**src/rtl/store_align_unit.sv**
```systemverilog
// store_align_unit: memory-stage store formatter.
// Takes one store per valid/ready handshake. Each store becomes one or two word-aligned
// bus write beats carrying lane-shifted data and byte strobes. A store whose bytes
// spill past the end of a bus word is either split across two beats or, when
// splitting is disabled, rejected with a one-cycle MisalignFault pulse.
module store_align_unit #(
  parameter int DATA_WIDTH       = 32,
  parameter int ADDR_WIDTH       = 32,
  parameter bit SPLIT_MISALIGNED = 1'b1
) (
  input  logic                    clk,
  input  logic                    reset,
  input  logic                    StoreValidM,
  output logic                    StoreReadyM,
  input  logic [1:0]              StoreSrcM,
  input  logic [ADDR_WIDTH-1:0]   StoreAddrM,
  input  logic [DATA_WIDTH-1:0]   WriteDataM,
  output logic                    MemValid,
  input  logic                    MemReady,
  output logic [ADDR_WIDTH-1:0]   MemAddr,
  output logic [DATA_WIDTH-1:0]   MemWData,
  output logic [DATA_WIDTH/8-1:0] MemWStrb,
  output logic                    MisalignFault
);

  localparam int B   = DATA_WIDTH / 8;
  localparam int OFS = $clog2(B);
  localparam logic [ADDR_WIDTH-1:0] BEAT_BYTES = ADDR_WIDTH'(B);

  typedef enum logic [1:0] {
    IDLE  = 2'b00,
    BEAT0 = 2'b01,
    BEAT1 = 2'b10
  } state_t;

  state_t                  state_r;
  logic                    mem_valid_r;
  logic [ADDR_WIDTH-1:0]   mem_addr_r;
  logic [DATA_WIDTH-1:0]   mem_wdata_r;
  logic [B-1:0]            mem_wstrb_r;
  logic                    fault_r;
  logic                    split_r;
  logic [ADDR_WIDTH-1:0]   hi_addr_r;
  logic [DATA_WIDTH-1:0]   hi_wdata_r;
  logic [B-1:0]            hi_wstrb_r;

  logic [OFS-1:0]          offset_s;
  logic [ADDR_WIDTH-1:0]   base_s;
  logic [2*B-1:0]          lane_mask_s;
  logic [DATA_WIDTH-1:0]   data_mask_s;
  logic [2*DATA_WIDTH-1:0] data2_s;
  logic [2*B-1:0]          strb2_s;
  logic                    misaligned_s;
  logic                    size_ok_s;
  logic                    legal_s;
  logic                    crossing_s;
  logic                    last_beat_s;
  logic                    ready_s;
  logic                    accept_s;

  // Decode access size into a right-justified lane mask and a natural-alignment check.
  always_comb begin
    lane_mask_s  = '0;
    misaligned_s = 1'b0;
    case (StoreSrcM)
      2'b01: begin
        lane_mask_s[0]   = 1'b1;
        misaligned_s     = 1'b0;
      end
      2'b10: begin
        lane_mask_s[1:0] = 2'b11;
        misaligned_s     = StoreAddrM[0];
      end
      2'b00: begin
        lane_mask_s[3:0] = 4'hF;
        misaligned_s     = |StoreAddrM[1:0];
      end
      2'b11: begin
        lane_mask_s[7:0] = 8'hFF;
        misaligned_s     = |StoreAddrM[2:0];
      end
      default: begin
        lane_mask_s  = '0;
        misaligned_s = 1'b1;
      end
    endcase
  end

  // Position data and strobes across a double-width window so the spill into the next word is visible.
  always_comb begin
    data_mask_s = '0;
    for (int i = 0; i < B; i++) begin
      data_mask_s[8*i +: 8] = {8{lane_mask_s[i]}};
    end
    offset_s   = StoreAddrM[OFS-1:0];
    base_s     = {StoreAddrM[ADDR_WIDTH-1:OFS], {OFS{1'b0}}};
    data2_s    = {{DATA_WIDTH{1'b0}}, WriteDataM & data_mask_s} << {offset_s, 3'b000};
    strb2_s    = lane_mask_s << offset_s;
    crossing_s = |strb2_s[2*B-1:B];
    // Doubleword stores only exist on a 64-bit bus.
    size_ok_s  = (StoreSrcM != 2'b11) || (DATA_WIDTH == 32'd64);
    legal_s    = size_ok_s && (SPLIT_MISALIGNED || !misaligned_s);
  end

  // A new store may enter when idle or while the final beat of the current store completes.
  always_comb begin
    last_beat_s = (state_r == BEAT1) || ((state_r == BEAT0) && !split_r);
    if (reset) begin
      ready_s = 1'b0;
    end else begin
      ready_s = (state_r == IDLE) || (last_beat_s && mem_valid_r && MemReady);
    end
    accept_s = StoreValidM && ready_s;
  end

  // Beat sequencer: loads beat 0 on accept, advances to beat 1 for split stores, pulses faults.
  always_ff @(posedge clk) begin
    if (reset) begin
      state_r     <= IDLE;
      mem_valid_r <= 1'b0;
      mem_addr_r  <= '0;
      mem_wdata_r <= '0;
      mem_wstrb_r <= '0;
      fault_r     <= 1'b0;
      split_r     <= 1'b0;
      hi_addr_r   <= '0;
      hi_wdata_r  <= '0;
      hi_wstrb_r  <= '0;
    end else begin
      fault_r <= 1'b0;
      if (accept_s) begin
        if (legal_s) begin
          state_r     <= BEAT0;
          mem_valid_r <= 1'b1;
          mem_addr_r  <= base_s;
          mem_wdata_r <= data2_s[DATA_WIDTH-1:0];
          mem_wstrb_r <= strb2_s[B-1:0];
          split_r     <= crossing_s;
          hi_addr_r   <= base_s + BEAT_BYTES;
          hi_wdata_r  <= data2_s[2*DATA_WIDTH-1:DATA_WIDTH];
          hi_wstrb_r  <= strb2_s[2*B-1:B];
        end else begin
          // Illegal store is consumed without producing any bus beat.
          state_r     <= IDLE;
          mem_valid_r <= 1'b0;
          mem_addr_r  <= '0;
          mem_wdata_r <= '0;
          mem_wstrb_r <= '0;
          split_r     <= 1'b0;
          fault_r     <= 1'b1;
        end
      end else begin
        case (state_r)
          IDLE: begin
            state_r <= IDLE;
          end
          BEAT0: begin
            if (MemReady && split_r) begin
              state_r     <= BEAT1;
              mem_addr_r  <= hi_addr_r;
              mem_wdata_r <= hi_wdata_r;
              mem_wstrb_r <= hi_wstrb_r;
            end else if (MemReady) begin
              state_r     <= IDLE;
              mem_valid_r <= 1'b0;
              mem_addr_r  <= '0;
              mem_wdata_r <= '0;
              mem_wstrb_r <= '0;
            end else begin
              state_r <= BEAT0;
            end
          end
          BEAT1: begin
            if (MemReady) begin
              state_r     <= IDLE;
              mem_valid_r <= 1'b0;
              mem_addr_r  <= '0;
              mem_wdata_r <= '0;
              mem_wstrb_r <= '0;
              split_r     <= 1'b0;
            end else begin
              state_r <= BEAT1;
            end
          end
          default: begin
            state_r     <= IDLE;
            mem_valid_r <= 1'b0;
            split_r     <= 1'b0;
          end
        endcase
      end
    end
  end

  assign StoreReadyM   = ready_s;
  assign MemValid      = mem_valid_r;
  assign MemAddr       = mem_addr_r;
  assign MemWData      = mem_wdata_r;
  assign MemWStrb      = mem_wstrb_r;
  assign MisalignFault = fault_r;

endmodule

```
**config.mk**
```make
export PLATFORM = sky130hd
export DESIGN_NAME = store_align_unit
export DESIGN_NICKNAME = d
export VERILOG_FILES = /design/src/rtl/store_align_unit.sv
export SDC_FILE = /design/constraint.sdc
export NUM_CORES = 1
export LEC_CHECK = 0
export BUFFER_PORTS_ARGS = -buffer_cell sky130_fd_sc_hd__buf_4
export CAP_MARGIN = 20
export CORE_MARGIN = 5
export CORE_UTILIZATION = 43
export DETAILED_ROUTE_END_ITERATION = 6
export GPL_TIMING_DRIVEN = 0
export PLACE_DENSITY_LB_ADDON = 0.12
export SLEW_MARGIN = 10
export SYNTH_ARGS = -nofsm -noshare
export SYNTH_HDL_FRONTEND = slang
export SYNTH_SLANG_ARGS = --single-unit
```
**constraint.sdc**
```tcl
create_clock -name clk -period 2.1 [get_ports clk]
set_input_delay 0.315 -clock clk [delete_from_list [all_inputs] [get_ports clk]]
set_output_delay 0.315 -clock clk [all_outputs]
set_load 0.02 [all_outputs]
```
# After elaboration in Yosys (flattened, before gate mapping)
# Index checks and enable logic that the tools add are counted.
dict set report op_classes {
  n_div 0
  mul 0
  n_eq_ne 10
  bitwise 2
  addsub 1
  shift 2
  n_mux 36
  n_reduce_logical 20
  magnitude_cmp 0
}
# operator count
set op_table {}
lappend op_table {{2-to-1 mux 32 bit} 8}
lappend op_table {{one-hot mux 32 bit (2 select lines)} 2}
lappend op_table {{left shift 32 x 5 -> 64 bit} 1}
lappend op_table {{adder 32 x 3 -> 32 bit (second input constant)} 1}
lappend op_table {{AND 32 bit} 1}
lappend op_table {{2-to-1 mux 4 bit} 5}
lappend op_table {{2-to-1 mux 1 bit} 13}
lappend op_table {{2-to-1 mux 2 bit} 4}
lappend op_table {{one-hot mux 4 bit (2 select lines)} 1}
lappend op_table {{OR reduction 4 bit} 2}
lappend op_table {{left shift 8 x 2 -> 8 bit} 1}
lappend op_table {{== test 2 bit (second input constant)} 3}
lappend op_table {{!= test 3 bit (second input constant)} 2}
lappend op_table {{AND reduction 2 bit} 3}
lappend op_table {{OR reduction 2 bit} 3}
lappend op_table {{logical AND 1 bit} 5}
lappend op_table {{== test 2 x 1 -> 1 bit (second input constant)} 2}
lappend op_table {{zero test 2 bit} 2}
lappend op_table {{!= test 2 bit (second input constant)} 2}
lappend op_table {{one-hot mux 2 bit (2 select lines)} 1}
lappend op_table {{one-hot mux 1 bit (3 select lines)} 1}
lappend op_table {{nonzero test 3 bit} 1}
lappend op_table {{OR reduction 3 bit} 1}
lappend op_table {{logical OR 1 bit} 2}
lappend op_table {{other kinds (4)} 4}
dict set report totals {
  mem_bits_rw 0
  input_bits 70
  register_bits 141
  latchBits 0
  memories 0
  out_inout_bits 71
  rom_bits 0
}

# Depth between registers and ports, before layout
dict set report logic_depth {
  ltp_word 10
  depth_mapped 11
  ltp_nobuf 7
}

# Worst setup path before layout
# Ideal clock, no wire load.
dict set report synth_path {
  path_kind {reg-to-reg}
  startpoint {register state_r[1]}
  endpoint {register mem_wstrb_r[1], in the netlist MemWStrb[1]}
  t_required_ns 1.978
  setup_time_ns 0.122
  path_slack_ns 0.059
  arrival_ns 1.919
  path_stages_with_launch 11
  path_buffers 4
  cell_sequence {dfxtp_1 -> inv_1 -> ha_1 -> buf_4 -> a211o_1 -> clkbuf_1 -> nor2b_1 -> clkbuf_1 -> and2_0 -> buf_2 -> a221o_1}
}
dict set report synth_via {
  elab_chain_len 9
  elab_cells_between_ends 13
}
# element line_no
set synth_rtl {}
lappend synth_rtl {{from (decl)} 36} ;# state_t state_r;
lappend synth_rtl {{from (signal assigned)} 119} ;# state_r <= IDLE;
lappend synth_rtl {{from (signal assigned)} 133} ;# state_r <= BEAT0;
lappend synth_rtl {{from (signal assigned)} 144} ;# state_r <= IDLE;
lappend synth_rtl {{== test 2 x 1 -> 1 bit} {107, 153}}
lappend synth_rtl {{logical AND 1 bit} 107} ;# last_beat_s = (state_r == BEAT1) || ((state_r == BEAT0) && !split_r);
lappend synth_rtl {{logical OR 1 bit} 107}
lappend synth_rtl {{logical AND 1 bit (2 in series)} 111} ;# ready_s = (state_r == IDLE) || (last_beat_s && mem_valid_r && MemReady);
lappend synth_rtl {{logical OR 1 bit} 111}
lappend synth_rtl {{2-to-1 mux 1 bit} 108} ;# if (reset) begin
lappend synth_rtl {{logical AND 1 bit} 113} ;# accept_s = StoreValidM && ready_s;
lappend synth_rtl {{nonzero test 3 bit (no source line) / 2-to-1 mux 4 bit (equally long branches)} --}
lappend synth_rtl {{to (signal assigned)} 137} ;# mem_wstrb_r <= strb2_s[B-1:0];
lappend synth_rtl {{to (signal assigned)} 162} ;# mem_wstrb_r <= hi_wstrb_r;
lappend synth_rtl {{to (decl)} 40} ;# logic [B-1:0] mem_wstrb_r;
# Parallel ways exist; a longest one is shown, timed or not.
# A chain may end at the register's enable or synchronous reset.

# Worst setup path after layout
dict set report layout_path {
  startpoint {register state_r[1]}
  endpoint {register mem_addr_r[2], in the netlist MemAddr[2]}
}
dict set report layout_via {
  elab_chain_len 9
  elab_cells_between_ends 13
}
# element line_no
set layout_rtl {}
lappend layout_rtl {{== test 2 x 1 -> 1 bit} {107, 153}}
lappend layout_rtl {{logical AND 1 bit} 107}
lappend layout_rtl {{logical OR 1 bit} 107}
lappend layout_rtl {{logical AND 1 bit (2 in series)} 111}
lappend layout_rtl {{logical OR 1 bit} 111}
lappend layout_rtl {{2-to-1 mux 1 bit} 108}
lappend layout_rtl {{logical AND 1 bit} 113}
lappend layout_rtl {{nonzero test 3 bit (no source line) / 2-to-1 mux 32 bit (equally long branches)} --}
lappend layout_rtl {{to (signal assigned)} 135} ;# mem_addr_r <= base_s;
lappend layout_rtl {{to (signal assigned)} 160} ;# mem_addr_r <= hi_addr_r;
lappend layout_rtl {{to (decl)} 38} ;# logic [ADDR_WIDTH-1:0] mem_addr_r;
# Parallel ways exist; a longest one is shown, timed or not.

==> impl_summary.log <==
INFO  metric ant_nets = 0
INFO  metric required = 2470 ps
INFO  metric grt_pass1_wl = roughly 36000 um
INFO  metric die_h = around 130 um
INFO  metric portion_of_the_post_synthesis_area_used_by_sequential_elements = between 40% and 50%
INFO  metric post_synth.cell_area_avg = roughly 8.8 um^2
INFO  metric synth_area_leaders = sky130_fd_sc_hd__dfxtp_1 (41%), sky130_fd_sc_hd__a22o_1 (10%), sky130_fd_sc_hd__nor2_1 (4.3%)
INFO  metric worst_slew_margin_rel = about 44%
INFO  metric synth.lib_cells_used.distinct = between 50 and 60
INFO  metric std_cell_rows = 44
INFO  metric yosysWarnings = 0
INFO  metric synthesis.nets = roughly 810
INFO  metric firstDrtPassIters = 7
INFO  metric netlist.area_leader.share = 40.7%
INFO  metric report.final.setup_viol = 3
INFO  metric pin_count_of_the_biggest_net_entering_global_routing = 17
INFO  metric routed_wirelength = between 20000 and 25000 um
INFO  metric global_route.usage.total = about a quarter
INFO  metric grt_antenna_before_repair = 0
INFO  metric post_layout_minimum_cycle_time = roughly 2100 ps
INFO  metric power_leakage = 3.62 nW
INFO  metric setup_total_negative_slack = -6.25 ps
INFO  metric vias = ~6700
INFO  metric netlist_instances = around 730
INFO  metric ios = ~140
INFO  metric port_buffers = 138
INFO  metric detail_route.drc_violations = 2
INFO  metric syn-cell-area = between 0.006 and 0.007 mm^2
INFO  metric synth.largest_area_cell = sky130_fd_sc_hd__dfxtp_1
INFO  metric maxSlewViolCount = 0
INFO  metric tritoncts_clock_tree = yes
INFO  metric arrival = between 2000 and 2500 ps
INFO  metric max_cap_violations = 0
INFO  metric area_of_the_die = 0.0175 mm^2
INFO  metric max_slew.worst_pin.slew = between 800 and 900 ps
INFO  metric root_buffer = sky130_fd_sc_hd__clkbuf_16
INFO  metric async_flop_share = 0%
INFO  metric layout-drive-gt1-share = between 30 and 40%
INFO  metric filler_cell_count = roughly 1200
INFO  metric fin_nets = a little under 1000
INFO  metric grt_pass1_vias = roughly 6500
INFO  metric hold_viol = 0
INFO  metric final.setup.worst_slack = -3.54 ps
INFO  metric globalplace.congestion = between 1 and 1.5
INFO  metric cts_buffers = 17
INFO  metric detail_route.vias_per_cell = roughly 6
INFO  metric final.hold.worst_slack = ~150 ps
INFO  metric critPathMaxFanout = 10
INFO  metric period_share = 100%
INFO  metric crit_end_category = register
INFO  metric multi_input_area = around 0.0036 mm^2
INFO  metric fmax = between 400 and 500 MHz
INFO  metric rsz0062_at_grt = true
INFO  metric finalClockSkew = around 5.6 ps
INFO  metric synth-seq-cells = between 100 and 150
INFO  metric failed_checks = DRC, setup timing
INFO  metric start_util = about 44%
INFO  metric clock-sinks = 131
INFO  metric detail_route.wl_per_cell = ~21 um
INFO  metric gr-total-overflow = 0
INFO  metric p_per_cell_area = 772 mW/mm^2
INFO  metric htree_levels = 4
INFO  metric timing.hold.worst.class = primary input to register
INFO  metric synth_edf_count = 0
INFO  metric crit_path_start_kind = register
INFO  metric ctsLongestPathBuffers = 2
INFO  metric clk_pin_slew_worst_paths = 50 ps
INFO  metric chipWidth = between 100 and 150 um
INFO  metric drtIter0Drc = just over 800
INFO  metric outcome = complete, but fails checks
INFO  metric post_synth_most_frequent_cells = sky130_fd_sc_hd__dfxtp_1 (131), sky130_fd_sc_hd__a22o_1 (75), sky130_fd_sc_hd__nor2_1 (74)
INFO  metric synth.most_common_cell = sky130_fd_sc_hd__dfxtp_1
INFO  metric setup.worst_path.class = register to register
INFO  metric worst_skew_pair.late_latency = 430 ps
INFO  metric place_hpwl = between 15000 and 20000 um
INFO  metric synth_flop_cell = sky130_fd_sc_hd__dfxtp_1
INFO  metric area_delta_synth_final = 38.1%
INFO  metric core_region_area = about 0.015 mm^2
INFO  metric ir_drop = 672 uV
INFO  metric antenna_cells_inserted = 0
INFO  metric area.sequential = roughly 0.0026 mm^2
[layout make-up]
cell class,instances,area share (%)
Buffer,62,4.64
Clock buffer,26,5.50
Clock inverter,5,0.843
Inverter,20,0.900
Multi-Input combinational cell,514,40.8
Sequential cell,131,29.5
Tap cell,184,2.59
Timing Repair Buffer,168,15.2
[report_power, final]
part	total, mW	switching (mW)	internal, mW
Combinational	1.30	0.758	0.543
Sequential	2.67	0.0697	2.61
Clock	2.90	1.07	1.83
[cells by family after synthesis]
logic type | Yosys count | share of synthesized area [%]
flops | 131 | 40.7
mux | 15 | 2.48
xor+xnor | 28 | 3.80
compound gates | 232 | 28.2
buf+inv | 87 | 6.09
fa+ha+maj | 6 | 1.16
simple gates | 233 | 17.6
[worst max-delay path, stage by stage, from the launching register on]
cell,delay (ps)
sky130_fd_sc_hd__dfxtp_4,350
sky130_fd_sc_hd__buf_4,140
sky130_fd_sc_hd__ha_4,170
sky130_fd_sc_hd__buf_4,130
sky130_fd_sc_hd__nor2_1,100
sky130_fd_sc_hd__nor2_1,100
sky130_fd_sc_hd__nor3_4,370
sky130_fd_sc_hd__clkbuf_1,460
sky130_fd_sc_hd__a22o_1,230
[per-layer routing]
layer / global-route usage, % / wire, um / part of all wire, % / up-vias
met5: 0 / 0 / 0 / -
met4: 10.8 / 683 / 2.9 / 0
met3: 5.35 / 1850 / 8.0 / 72
met2: 40.0 / 10700 / 46 / 372
met1: 34.2 / 9930 / 43 / 3204
li1: - / - / - / 3050
[path summary, 6_finish.rpt]
path / endpoint / slack, ps / start / cells after the start
setup reg to reg: MemAddr[2] / -4 / state_r[1] / 8
setup / recovery: MemAddr[2] / -4 / state_r[1] / 8
hold reg to reg: hi_wdata_r[11] / 450 / hi_wdata_r[11] / 2
hold / removal: hi_addr_r[2] / 150 / StoreAddrM[2] / 2
[through the flow]
step / std cells / cell area [um^2] / worst slack, ps / total power, mW / util (%)
final: 1110 / 8900 / -3.54 / 6.87 / 60.8
after detailed placement: 1054 / 7710 / -602 / 3.81 / 52.7
after floorplan: 732 / 6450 / 59.4 / 3.36 / -
after global routing: 1110 / 8900 / -118 / 7.10 / 60.8
after global placement: 1054 / 7710 / -491 / 3.78 / 52.7
after CTS: 1101 / 8720 / -26.4 / 6.81 / 59.5
[what timing repair did]
item,in CTS,in global routing
hold buffers,0,0
resized for setup,62,48
setup endpoints to repair,122,122
buffers inserted,15,11
gates cloned,4,0
pin swaps,14,14
[state kept, by name, indices dropped and copies added (netlist names)]
signal	cells
MemWStrb	4
hi_wdata_r	24
MemValid	1
split_r	1
MemWData	32
MisalignFault	1
state_r	2
MemAddr	32
hi_addr_r	30
hi_wstrb_r	4
[placed cells by master, fill, tap and decap left out, types with 13 or more instances in the layout]
cell type                     n
sky130_fd_sc_hd__a211oi_1    13
sky130_fd_sc_hd__a211oi_2    21
sky130_fd_sc_hd__a21oi_1     23
sky130_fd_sc_hd__a22o_1      75
sky130_fd_sc_hd__a22oi_1     30
sky130_fd_sc_hd__buf_4      165
sky130_fd_sc_hd__clkbuf_1    34
sky130_fd_sc_hd__clkbuf_16   18
sky130_fd_sc_hd__dfxtp_1    129
sky130_fd_sc_hd__inv_1       18
sky130_fd_sc_hd__nand2_1     48
sky130_fd_sc_hd__nand3_1     21
sky130_fd_sc_hd__nor2_1      73
sky130_fd_sc_hd__nor2b_1     22
sky130_fd_sc_hd__nor3_1      18
sky130_fd_sc_hd__o21ai_0     28
sky130_fd_sc_hd__xnor2_1     21
Power figures use the tool's default switching activity.
